[src/rtl/pc_ctrl.sv]
// ---------------------------------------------------------------------------
// pc_ctrl -- multi-cycle instruction sequencer that owns the PC control inputs
//
// Walks each instruction through FETCH -> EXEC -> (MEM) -> WB. It handshakes
// with instruction and data memory, strobes the instruction register, gates
// the register-file write and issues exactly one PC update per retired
// instruction. ECALL/EBREAK parks the core in a sticky HALT state.
//
// Optional feature macro: PC_CTRL_TIMEOUT_EN
//   defined   : FETCH/MEM waits are bounded by MEM_TIMEOUT cycles; on expiry
//               the core halts and raises the sticky timeout_err flag.
//   undefined : memory waits are unbounded and timeout_err is tied to 0.
//
// Parameters
//   CNT_W        width of the retired-instruction counter (wraps)
//   MEM_TIMEOUT  maximum ack wait in cycles (timeout build only)
//
// Ports
//   clk          system clock
//   clr          asynchronous active-high reset
//   run          core enable, sampled in IDLE and at the end of WB
//   imem_ack     instruction word available this cycle
//   dmem_ack     data access completes this cycle
//   is_jump      decoded JAL/JALR
//   is_branch    decoded conditional branch
//   branch_cond  ALU comparison result
//   is_mem       decoded load/store
//   halt_instr   decoded ECALL/EBREAK
//   imem_req     instruction fetch request (whole of FETCH)
//   ir_load      latch the instruction register (FETCH with ack)
//   dmem_req     data memory request (whole of MEM)
//   reg_we       register-file write enable (WB, non-branch)
//   pc_inc       PC += 4 strobe
//   pc_load      PC <= jump target strobe
//   pc_branch    PC <= branch target strobe
//   pc_disable   hold the PC (low only in WB)
//   halted       core stopped in HALT
//   timeout_err  sticky memory-timeout flag
//   state        current state code, for debug
//   retire_count number of retired instructions
// ---------------------------------------------------------------------------
module pc_ctrl #(
    parameter int unsigned CNT_W       = 32,
    parameter int unsigned MEM_TIMEOUT = 15
) (
    input  logic             clk,
    input  logic             clr,
    input  logic             run,
    input  logic             imem_ack,
    input  logic             dmem_ack,
    input  logic             is_jump,
    input  logic             is_branch,
    input  logic             branch_cond,
    input  logic             is_mem,
    input  logic             halt_instr,
    output logic             imem_req,
    output logic             ir_load,
    output logic             dmem_req,
    output logic             reg_we,
    output logic             pc_inc,
    output logic             pc_load,
    output logic             pc_branch,
    output logic             pc_disable,
    output logic             halted,
    output logic             timeout_err,
    output logic [2:0]       state,
    output logic [CNT_W-1:0] retire_count
);

    typedef enum logic [2:0] {
        S_IDLE  = 3'd0,
        S_FETCH = 3'd1,
        S_EXEC  = 3'd2,
        S_MEM   = 3'd3,
        S_WB    = 3'd4,
        S_HALT  = 3'd5
    } state_t;

    state_t           cur_state;
    state_t           nxt_state;
    logic [CNT_W-1:0] retire_q;
    logic             timeout_hit;   // a bounded wait expires this cycle

    // A zero timeout would halt before memory could ever answer.
    if (MEM_TIMEOUT == 0) begin : g_mem_timeout_check
        $error("pc_ctrl: MEM_TIMEOUT must be at least 1");
    end

    // -----------------------------------------------------------------------
    // Memory wait timeout
    // -----------------------------------------------------------------------
`ifdef PC_CTRL_TIMEOUT_EN
    localparam int unsigned WAIT_W = $clog2(MEM_TIMEOUT + 1);

    logic [WAIT_W-1:0] wait_cnt;
    logic              waiting;
    logic              timeout_q;

    // A cycle spent in FETCH/MEM without the matching ack.
    assign waiting = ((cur_state == S_FETCH) && !imem_ack) ||
                     ((cur_state == S_MEM)   && !dmem_ack);

    // wait_cnt holds the number of earlier unacknowledged cycles, so the
    // MEM_TIMEOUT-th empty cycle is the one that expires. An ack in that
    // cycle keeps waiting low and therefore wins.
    assign timeout_hit = waiting && (wait_cnt == WAIT_W'(MEM_TIMEOUT - 1));

    // Any cycle that is not an empty wait clears the counter, so it always
    // starts at zero on entry to FETCH or MEM.
    always_ff @(posedge clk or posedge clr) begin
        if (clr) begin
            wait_cnt  <= '0;
            timeout_q <= 1'b0;
        end else begin
            wait_cnt  <= waiting ? wait_cnt + 1'b1 : '0;
            if (timeout_hit) begin
                timeout_q <= 1'b1;
            end
        end
    end

    assign timeout_err = timeout_q;
`else
    assign timeout_hit = 1'b0;
    assign timeout_err = 1'b0;
`endif

    // -----------------------------------------------------------------------
    // State register
    // -----------------------------------------------------------------------
    // NOTE: sequential state uses non-blocking assignments so every flop
    // samples pre-edge values regardless of block ordering.
    always_ff @(posedge clk or posedge clr) begin
        if (clr) begin
            cur_state <= S_IDLE;
        end else begin
            cur_state <= nxt_state;
        end
    end

    // -----------------------------------------------------------------------
    // Next-state logic
    // -----------------------------------------------------------------------
    // NOTE: the default assignment at the top keeps this block free of
    // inferred latches on paths that do not change state.
    always_comb begin
        nxt_state = cur_state;
        case (cur_state)
            S_IDLE: begin
                if (run) begin
                    nxt_state = S_FETCH;
                end
            end
            S_FETCH: begin
                if (imem_ack) begin
                    nxt_state = S_EXEC;
                end else if (timeout_hit) begin
                    nxt_state = S_HALT;
                end
            end
            S_EXEC: begin
                // Halt outranks a memory op: no data request is ever issued.
                if (halt_instr) begin
                    nxt_state = S_HALT;
                end else if (is_mem) begin
                    nxt_state = S_MEM;
                end else begin
                    nxt_state = S_WB;
                end
            end
            S_MEM: begin
                if (dmem_ack) begin
                    nxt_state = S_WB;
                end else if (timeout_hit) begin
                    nxt_state = S_HALT;
                end
            end
            S_WB: begin
                // run dropping mid-instruction only takes effect here.
                nxt_state = run ? S_FETCH : S_IDLE;
            end
            S_HALT: begin
                nxt_state = S_HALT;
            end
            default: begin
                // Unused codes 6 and 7 recover to IDLE.
                nxt_state = S_IDLE;
            end
        endcase
    end

    // -----------------------------------------------------------------------
    // Output decode
    // -----------------------------------------------------------------------
    always_comb begin
        imem_req   = 1'b0;
        ir_load    = 1'b0;
        dmem_req   = 1'b0;
        reg_we     = 1'b0;
        pc_inc     = 1'b0;
        pc_load    = 1'b0;
        pc_branch  = 1'b0;
        pc_disable = 1'b1;
        halted     = 1'b0;
        case (cur_state)
            S_FETCH: begin
                imem_req = 1'b1;
                ir_load  = imem_ack;
            end
            S_MEM: begin
                dmem_req = 1'b1;
            end
            S_WB: begin
                pc_disable = 1'b0;
                // Exactly one PC strobe, jump > taken branch > increment.
                if (is_jump) begin
                    pc_load = 1'b1;
                end else if (is_branch && branch_cond) begin
                    pc_branch = 1'b1;
                end else begin
                    pc_inc = 1'b1;
                end
                // Branches have no destination register.
                reg_we = !is_branch;
            end
            S_HALT: begin
                halted = 1'b1;
            end
            default: begin
            end
        endcase
    end

    // -----------------------------------------------------------------------
    // Retired-instruction counter: one count per WB cycle, wraps naturally.
    // -----------------------------------------------------------------------
    always_ff @(posedge clk or posedge clr) begin
        if (clr) begin
            retire_q <= '0;
        end else if (cur_state == S_WB) begin
            retire_q <= retire_q + 1'b1;
        end
    end

    assign state        = cur_state;
    assign retire_count = retire_q;

endmodule
[config.mk]
export PLATFORM = sky130hd
export DESIGN_NAME = pc_ctrl
export DESIGN_NICKNAME = d
export VERILOG_FILES = /design/src/rtl/pc_ctrl.sv
export SDC_FILE = /design/constraint.sdc
export NUM_CORES = 1
export LEC_CHECK = 0
export ABC_CLOCK_PERIOD_IN_PS = 2700
export BUFFER_PORTS_ARGS = -buffer_cell sky130_fd_sc_hd__buf_2
export CORE_MARGIN = 8
export CORE_UTILIZATION = 50
export CTS_CLUSTER_SIZE = 12
export DETAILED_ROUTE_END_ITERATION = 8
export GPL_ROUTABILITY_DRIVEN = 0
export PLACE_DENSITY = 0.79
export SETUP_SLACK_MARGIN = 0.4
export SLEW_MARGIN = 5
export SYNTH_ARGS = -nofsm -noshare
export SYNTH_HDL_FRONTEND = slang
export SYNTH_SLANG_ARGS = --single-unit
[constraint.sdc]
create_clock -name clk -period 2.7 [get_ports clk]
set_clock_uncertainty 0.2 [all_clocks]
set_input_delay 0 -clock clk [delete_from_list [all_inputs] [get_ports clk]]
set_output_delay 0 -clock clk [all_outputs]
set_load 0.05 [all_outputs]
# [Yosys cells after proc, flatten, opt, wreduce, memory -nomap -nowiden]
# Cells that the tools add are included.
[op_classes] addsub=1 multipliers=0 div=0 n_lt_le_gt_ge=0 n_eq_ne=8 shift=0 n_mux=21 n_bitwise=0 n_reduce_logical=4
[op_table] cell="32-bit by 1-bit adder with 32-bit output, second input constant" n=1
[op_table] cell="3-bit one-hot mux with 6 select lines" n=1
[op_table] cell="1-bit two-way mux" n=15
[op_table] cell="3-bit two-way mux" n=5
[op_table] cell="3-bit by 2-bit == test with 1-bit output, second input constant" n=2
[op_table] cell="3-bit == test, second input constant" n=2
[op_table] cell="2-bit != test, second input constant" n=3
[op_table] cell="3-bit by 1-bit == test with 1-bit output, second input constant" n=1
[op_table] cell="3-bit zero test" n=1
[op_table] cell="3-bit AND reduction" n=1
[op_table] cell="1-bit logical AND" n=1
[op_table] cell="1-bit zero test" n=1
[totals] ff_bits=35 latchBits=0 mem_bits_rw=0 romBits=0 out_inout_bits=45 elab_cells=36 mem_count=0

# [Logic depth before layout (Yosys ltp)]
[logic_depth] word_depth=4 depth_mapped=6 depth_no_buf=5

# [Worst setup path after synthesis]
# Ideal clock, no wire load.
[synth_timing] kind="reg2out" start="register cur_state[1], in the netlist state[1]" end="output ir_load" arrival_time_ns=2.574 slack_ns=-0.074 stages_incl_launch_ff=4 path_cell_list="dfrtp_1 > clkbuf_1 > nor3b_1 > and2_1"
[synth_between] elab_chain_cells=2
[synth_rtl] item="start, declared" line="79" rtl="state_t cur_state;"
[synth_rtl] item="start signal, assigned" line="137" rtl="cur_state <= nxt_state;"
[synth_rtl] item="3-bit by 1-bit == test with 1-bit output" line="205" rtl="case (cur_state)"
[synth_rtl] item="1-bit two-way mux" line="205"
[synth_rtl] item="end, declared" line="57" rtl="output logic ir_load,"
# Every way passes these cells.

# [Worst setup path in the final report]
[layout_timing] start="register cur_state[0], in the netlist state[0]" end="output pc_branch"
[layout_between] elab_chain_cells=2
[layout_rtl] item="3-bit == test" line="205"
[layout_rtl] item="1-bit two-way mux" line="205"
[layout_rtl] item="end, declared" line="62" rtl="output logic pc_branch,"
# Every way passes these cells.

==> flow_metrics.tcl <==
set metrics [dict create \
    stdcell_count 269 \
    avgViaCountPerCell 5.249 \
    crit_type "reg2out" \
    ys_types 35 \
    first_iter_violations 59 \
    crit_path_end_kind "output port" \
    syn_nets 168 \
    postRouteAntennaNets 0 \
    drt-wirelength-per-cell_microns 14.15 \
    max_stage_delay_ns 0.60 \
    p_leak_nw 1.108 \
    antenna_found_initial 0 \
    synthMuxAreaShare_pct 0.6498 \
    ys_ff_latch 35 \
    route.vias.total 1412 \
    nNetsFinal 233 \
    pin_count 55 \
    min_path_type "in2async" \
    yosysSeqAreaShare_pct 50.54 \
    clock_path_buffers 2 \
    tritoncts "built" \
    irDropWorstVdd_v 0.0006753 \
    syn_area_sq_um 1733 \
    rsz0062_at_grt "no" \
    setup_viol 0 \
    fillCellCount 283 \
    numCtsBuffers 5 \
    fp.dieH_microns 74.87 \
    antenna_cells 0 \
    start_kind "flop" \
    relSlewSlack_pct 65.99 \
    fin_crit_sh_pct 79.85 \
    status "finished, final reports clean" \
    dp.cells 253 \
    worstPathCellList "or3b_1 -> nor3_2 -> buf_2" \
    yosys.area_share.xor_xnor_pct 15.67 \
    syn_area_per_cell_sq_um 11.04 \
    synthToLayoutAreaGrowth_pct 26.21 \
    dieArea_sq_um 5606 \
    die_w_microns 74.87 \
    cp.arrival_ns 1.96 \
    numPortBuffers 53 \
    max_freq_mhz 463.8 \
    wirelength_mm 3.806 \
    synth_compound_area_share_pct 2.816 \
    core_sq_um 3337 \
    synth_top_family_by_area "simple AND/OR/NAND/NOR gates" \
    tightestPinTransition_ns 0.5064 \
    first_pass_iters 4 \
    initial_core_util_pct 51.93 \
    cts.clk_slew.worst_paths_ns 0.11 \
    overflow 0 \
    synth_warnings 0 \
    clk_latency_ns 0.34 \
    cts_max_level 2 \
    crit_fanout 15 \
    period_minus_slack_ns 2.156 \
    placed_cell_area_sq_um 2053 \
    cts-resized-gates 0 \
    finalSetupTns_ns 0 \
    dp_hpwl_mm 2.797 \
    grt_pass1_vias 1379 \
    cts_num_sinks 35 \
    grt_pass1_wl_mm 6.237 \
    row_count 21 \
    finalHoldViolCount 0 \
    maxSlewViolCount 0 \
    drive_gt1_share_pct 31.84 \
    hold_ws_ns 0.07707 \
    drc 0 \
    global_route.usage.total_pct 14.72 \
    p_per_area_nw_per_um2 687.1 \
    cp_slowest_cell "or3b_1" \
    grt_max_degree 36 \
    required_ns 2.50 \
    fin_area_sq_um 2187 \
    drv_cap 0 \
    synth_cells 157 \
    synth-simple-area-share_pct 26.57 \
    cts_root_buffer "clkbuf_4" \
    synthAdderAreaFrac_pct 0.7220 \
]
[synthesized netlist by cell type]
cell type   n  area [sq um]
o311ai_0    1         8.760
nand4b_1    1         8.760
buf_6       1         11.26
nor4_1      2         12.51
and3b_1     2         17.52
nor4_4      2         42.54
nand3b_1    3         22.52
dfrtp_1    35         875.8
nor3_1      2         10.01
nor4b_1     1         8.760
ha_1        1         12.51
conb_1      1         3.750
clkbuf_1    2         7.510
nand4bb_2   1         16.27
a21oi_1     2         10.01
nor2b_1     1         6.260
o211ai_1    1         7.510
and2_1      2         12.51
nor2_1      7         26.28
inv_1       4         15.01
nor3b_1     2         15.01
nor3_2      1         10.01
or3b_1      1         8.760
and3_1      5         31.28
nand4_1    13         81.33
nand2_1    11         41.29
o21bai_1    1         7.510
xnor2_1    26         227.7
nand3_1    11         55.05
o21ai_0     3         15.01
buf_4       2         15.01
nor3_4      1         16.27
and4_1      2         17.52
xor2_1      5         43.79
mux2_1      1         11.26
[sequential cells by signal, indices dropped and copies added, names as in the netlist]
| signal | flops |
|---|---|
| retire_count | 32 |
| state | 3 |
[cells by family (layout without fill, tap and decap cells)]
kind of cell | count (synthesis) | count (layout)
other | 1 | 1
AOI/OAI and AO/OA | 8 | 8
buffers and inverters | 9 | 75
adders and majority gates | 1 | 1
xor gates and xnor gates | 31 | 31
and+or+nand+nor | 71 | 71
DFF | 35 | 35
muxes | 1 | 1
[path summary, 6_finish.rpt]
| check | from | slack, ns | depth (start not counted) | to |
|---|---|---|---|---|
| max in group asynchronous | clr | 1.90 | 4 | state[2] |
| worst max register to register | state[0] | 0.58 | 4 | retire_count[31] |
| min in group clk | is_branch | 0.14 | 3 | reg_we |
| worst min register to register | retire_count[31] | 0.28 | 1 | retire_count[31] |
| worst min-delay path | clr | 0.08 | 4 | retire_count[22] |
| worst max-delay path | state[0] | 0.54 | 3 | pc_branch |
[cells in the final DEF, fill, tap and decap left out, types with 4 or more instances in the layout]
cell type      count
and3_1             5
clkbuf_4           5
xor2_1             5
dfrtp_1           34
dlygate4sd3_1      8
nand4_1           13
inv_1              4
xnor2_1           26
nand2_1           11
buf_2             53
nor2_1             7
nand3_1           11
[worst max-delay path: cells and delay by family (launching register included)]
family / cells / cell delay (ns)
and+or+nand+nor: 2 / 0.81
DFF: 1 / 0.52
buffers and inverters: 1 / 0.28
[power by group]
| part | internal [mW] | leakage [nW] | switching [mW] |
|---|---|---|---|
| registers | 0.572 | 0.478 | 0.0965 |
| clock network | 0.100 | 0.0282 | 0.179 |
| logic | 0.167 | 0.601 | 0.388 |
[stage by stage]
| step | setup WS [ns] | power, mW | utilization (%) |
|---|---|---|---|
| 4_1_cts | 0.5064 | 1.514 | 65.54 |
| 5_1_grt | 0.4157 | 1.592 | 65.54 |
| 2_1_floorplan | 0.4669 | 1.090 | - |
| 6_report | 0.5441 | 1.503 | 65.54 |
| 3_3_place_gp | 0.5678 | 1.191 | 61.53 |
| 3_5_place_dp | 0.5278 | 1.201 | 61.53 |
[cell type report]
type,instances,area [sq um],area share [%]
Tap cell,46,57.56,2.632
Multi-Input combinational cell,113,823.3,37.64
Timing Repair Buffer,63,360.3,16.48
Clock inverter,2,12.51,0.5721
Sequential cell,35,877.1,40.10
Clock buffer,6,41.29,1.888
Inverter,4,15.01,0.6865
[per-layer routing]
metal / part of all wire, % / vias up / routed length, microns / GRT usage (%)
met5: 0 / - / 0 / 0
li1: - / 684 / - / -
met2: 47 / 39 / 1780 / 21.98
met3: 7.9 / 5 / 301 / 6.791
met4: 1.0 / 0 / 38 / 5.435
met1: 44 / 684 / 1685 / 18.06
[repair_timing]
item,4_1_cts,5_1_grt
hold buffers,8,0
setup buffers,0,0
setup endpoints to repair,0,3
endpoints found under the hold margin,38,0
Power figures use the tool's default switching activity.
